--- config.mk ---
export PLATFORM = sky130hd
export DESIGN_NAME = dragon_body
export DESIGN_NICKNAME = d
export VERILOG_FILES = /design/src/rtl/dragon_body.sv
export SDC_FILE = /design/constraint.sdc
export NUM_CORES = 1
export LEC_CHECK = 0
export ABC_AREA = 0
export CELL_PAD_IN_SITES_DETAIL_PLACEMENT = 0
export CELL_PAD_IN_SITES_GLOBAL_PLACEMENT = 2
export CORE_MARGIN = 4
export CORE_UTILIZATION = 40
export CTS_BUF_LIST = sky130_fd_sc_hd__clkbuf_16
export DETAILED_ROUTE_END_ITERATION = 16
export PLACE_DENSITY_LB_ADDON = 0.15
export SYNTH_ARGS = -nofsm -noshare
export SYNTH_HDL_FRONTEND = slang
export SYNTH_SLANG_ARGS = --single-unit
--- constraint.sdc ---
create_clock -name frame_clk -period 2.7 [get_ports frame_clk]
set_input_delay 0.27 -clock frame_clk [delete_from_list [all_inputs] [get_ports frame_clk]]
set_output_delay 0.27 -clock frame_clk [all_outputs]
set_load 0.1 [all_outputs]
--- src/rtl/dragon_body.sv ---
// Dragon body: tile-history shift buffer with length control, a body/player
// collision flag and a sticky dead flag.
module dragon_body #(
  parameter int unsigned MAX_LEN   = 8,
  parameter int unsigned INIT_LEN  = 3,
  parameter logic [7:0]  RESET_LOC = 8'h77,
  parameter logic [1:0]  RESET_DIR = 2'b00
) (
  input  logic       frame_clk,
  input  logic       rst,
  input  logic       move_valid,
  input  logic [7:0] head_location,
  input  logic [1:0] head_direction,
  input  logic       grow,
  input  logic       shrink,
  input  logic [7:0] player_location,
  input  logic [3:0] seg_index,
  output logic [7:0] seg_location,
  output logic [1:0] seg_direction,
  output logic       seg_active,
  output logic [3:0] body_length,
  output logic       hit_player,
  output logic       dragon_dead
);

  localparam int unsigned LOC_W = 8;
  localparam int unsigned DIR_W = 2;
  localparam int unsigned LEN_W = 4;
  localparam int unsigned IDX_W = 4;

  typedef struct packed {
    logic [LOC_W-1:0] loc;
    logic [DIR_W-1:0] dir;
  } seg_t;

  seg_t             slots [MAX_LEN];
  logic [LEN_W-1:0] next_len;
  logic             next_dead;
  logic             match;

  // Length update: grow/shrink cancel each other, saturate at MAX_LEN, floor at 0.
  always_comb begin
    next_len  = body_length;
    next_dead = dragon_dead;
    if (!dragon_dead) begin
      if (grow && !shrink && (body_length < LEN_W'(MAX_LEN))) begin
        next_len = body_length + LEN_W'(1);
      end else if (shrink && !grow && (body_length != '0)) begin
        next_len = body_length - LEN_W'(1);
      end
      next_dead = (next_len == '0);
    end
  end

  // Collision against active segments only, from pre-edge slots and length.
  always_comb begin
    match = 1'b0;
    for (int unsigned i = 0; i < MAX_LEN; i++) begin
      if ((LEN_W'(i) < body_length) && (slots[i].loc == player_location)) begin
        match = 1'b1;
      end
    end
  end

  always_ff @(posedge frame_clk or posedge rst) begin
    if (rst) begin
      for (int unsigned i = 0; i < MAX_LEN; i++) begin
        slots[i] <= '{loc: RESET_LOC, dir: RESET_DIR};
      end
      body_length <= LEN_W'(INIT_LEN);
      hit_player  <= 1'b0;
      dragon_dead <= 1'b0;
    end else begin
      if (move_valid && !dragon_dead) begin
        for (int unsigned i = 1; i < MAX_LEN; i++) begin
          slots[i] <= slots[i-1];
        end
        slots[0] <= '{loc: head_location, dir: head_direction};
      end
      body_length <= next_len;
      dragon_dead <= next_dead;
      // A dead dragon never reports a hit, including on the edge it dies.
      hit_player  <= match && !next_dead;
    end
  end

  // Renderer read port; out-of-range indices read as zero.
  always_comb begin
    seg_location  = '0;
    seg_direction = '0;
    for (int unsigned i = 0; i < MAX_LEN; i++) begin
      if (seg_index == IDX_W'(i)) begin
        seg_location  = slots[i].loc;
        seg_direction = slots[i].dir;
      end
    end
    seg_active = (seg_index < body_length);
  end

endmodule

==> impl_metrics.yaml <==
worst_setup_path:
  r2r_slack_ns: 0.52
  cp-startpoint: "seg_index[0]"
  start_kind: "input port"
  worstReg2RegStart: "body_length[1]$_DFFE_PP1N_"
  critical_path.max_fanout: 3
  ff2ff_path_depth: 7
  worstReg2RegEnd: "hit_player$_DFF_PP0_"
  path_class: "input port to output pin"
  crit_required_ns: 2.43
  end_kind: "output pin"
  crit_arrival_ns: 2.27
clocking:
  h-tree-depth: 3
  cts_setup_buffers: 0
  clock_latency_ns: 0.34
  cts-root-buf: "clkbuf_16"
  clock_path_buffers: 2
  clkSlewWorstSetupHoldPaths_ns: 0.06
  hold_buffers: 0
  cts.sinks: 86
  cts_made_buffers: 9
  cts_resized: 0
  cts_tree: "yes"
layout:
  design_area_um2: 6193
  nets: 511
  instances_no_fill: 651
  final_layout_size_suffix_gt1_frac: 0.4244
  n_antenna_cell: 0
  final_core_util: 0.5093
  layout_common_cells: "mux2_2 (80), xnor2_1 (52), dfstp_2 (50)"
  layout_commonest_cell: "mux2_2"
  syn_to_final_growth_pct: 22.71
sta:
  rsz0062_at_grt: "no"
  period_minus_slack_ns: 2.544
  clock_skew_ns: 0.003050
  fmax_mhz: 393.1
  fin_crit_sh: 0.9422
  worstMarginPinSlew_ns: 0.5584
  setup_tns_ns: 0
  setup_viol: 0
  hold_viol: 0
  relSlewSlack: 0.6243
  final-max-slew-violation-count: 0
global_routing:
  grt_pass1_wl_mm: 20.80
  grt_start_max_net_pins: 81
  grt-ovfl-total: 0
  grt_pass1_vias: 3632
  antenna_found_initial: 0
  grtUsageTotal: 0.1872
place:
  io_buffers: 43
  dpl_cell_area_um2: 5911
  place_congestion: 0.8281
  dp_hpwl_mm: 9.669
  dp.cells: 635
synth:
  yosysSeqAreaShare: 0.4388
  ys.flop_type: "dfstp_2"
  syn_area_um2: 5047
  syn_inst: 428
  syn_avg_cell_area_um2: 11.79
  synthArstFlopShare: 1.000
  synthMuxAreaShare: 0.2229
  synth_adder_area_share: 0.01487
  synth_compound_area_frac: 0.07957
  synth_fp_nets: 461
  synth_top_family_by_area: "multiplexers"
  yosys.area_share.simple: 0.08751
  synth.distinct_cells: 51
  yosysWarningCount: 0
  synth-seq-cells: 86
  synth_edf_count: 0
  synth_xor_area_frac: 0.1180
die:
  dieWidth_um: 120.3
  ios: 44
  rows: 40
  die_h_um: 120.3
  core_um2: 12160
  die_area_um2: 14480
  start_util: 0.4150
routing:
  via_per_inst: 5.366
  wl_per_cell_um: 19.75
  route.detailed.drc: 0
  ant_nets: 0
  drt_pass1_iterations: 4
  first_iter_violations: 164
  routed_wl_mm: 12.86
  vias: 3493
power:
  total_power_mw: 2.922
  ir_worst_vdd_uv: 299.2
  p_leak_nw: 2.506
  powerDensity_nw_per_um2: 471.8
run_status:
  status: "finished, final reports clean"
worst_hold_path:
  hold_class: "input port to asynchronous set/reset pin"
run:
  cap_violations: 0
## flip-flops by register name, summed over array words and instances (netlist names)
signal,count
body_length,4
dragon_dead,1
hit_player,1
slots,80
## how the worst max path moves through the flow
stage | to | slack [ns] | cells past startpoint
floorplan | seg_active | -0.17 | 6
global placement | seg_location[4] | 0.15 | 8
detailed placement | seg_location[4] | 0.13 | 8
CTS | seg_location[4] | 0.13 | 8
global route | seg_location[4] | 0.06 | 8
finish | seg_location[4] | 0.16 | 8
## cell families (layout without fill, tap and decap cells)
kind of cell	Yosys count	count (layout)
AND/OR/NAND/NOR	78	78
multiplexers	92	92
flip-flops	86	86
XOR/XNOR	68	68
AO/OA/AOI/OAI	60	60
buffers and inverters	38	93
adder cells (fa/ha/maj)	6	6
## synth_stat cells (all sizes together), types with 4 or more instances
cell type | number | area, um^2
xnor2 | 52 | 455.4
nand2b | 4 | 25.02
mux4 | 8 | 183.9
dfrtp | 36 | 900.9
a221oi | 10 | 87.58
and3 | 5 | 31.28
xor2 | 16 | 140.1
o211ai | 5 | 37.54
o21ai | 15 | 75.07
ha | 6 | 75.07
buf | 27 | 152.6
nor2 | 9 | 36.29
nand2 | 15 | 56.30
inv | 8 | 30.03
a21oi | 11 | 55.05
mux2i | 4 | 40.04
dfstp | 50 | 1314
nor4 | 7 | 43.79
nand3 | 4 | 20.02
nand4 | 10 | 62.56
nor2b | 7 | 43.79
mux2 | 80 | 900.9
## per-layer routing
layer	up-vias	global-route usage	part of all wire
met2	64	0.2863	0.46
met5	-	0	0
met3	7	0.03087	0.037
met1	1772	0.2758	0.50
met4	0	0.05028	0.0099
li1	1650	-	-
## power breakdown
part | switching (mW) | internal, mW
Clock | 0.494 | 0.702
Combinational | 0.234 | 0.173
Sequential | 0.0130 | 1.31
## metrics by stage
step,setup WS [ns],hold slack [ns]
final,0.1560,0.2790
after detailed placement,0.1308,0.5078
after floorplan,-0.1693,0.4217
after global routing,0.05906,0.3125
after global placement,0.1493,0.4967
after CTS,0.1329,0.2845
## final cells by class
class | count | area [um^2]
clock buffer | 9 | 225.2
clock inverter | 7 | 57.56
fill | 1126 | 5968
inverter | 8 | 31.28
multi-input combinational | 304 | 2684
sequential | 86 | 2215
tap | 168 | 210.2
timing repair buffer | 69 | 770.7
## worst max-delay path: stages
cell             delay [ns]
clkdlybuf4s50_1        0.53
buf_4                  0.16
mux4_1                 0.57
nor2b_1                0.15
o211ai_1               0.15
and3_1                 0.19
o21ai_2                0.07
buf_12                 0.18
Power figures use the tool's default switching activity.
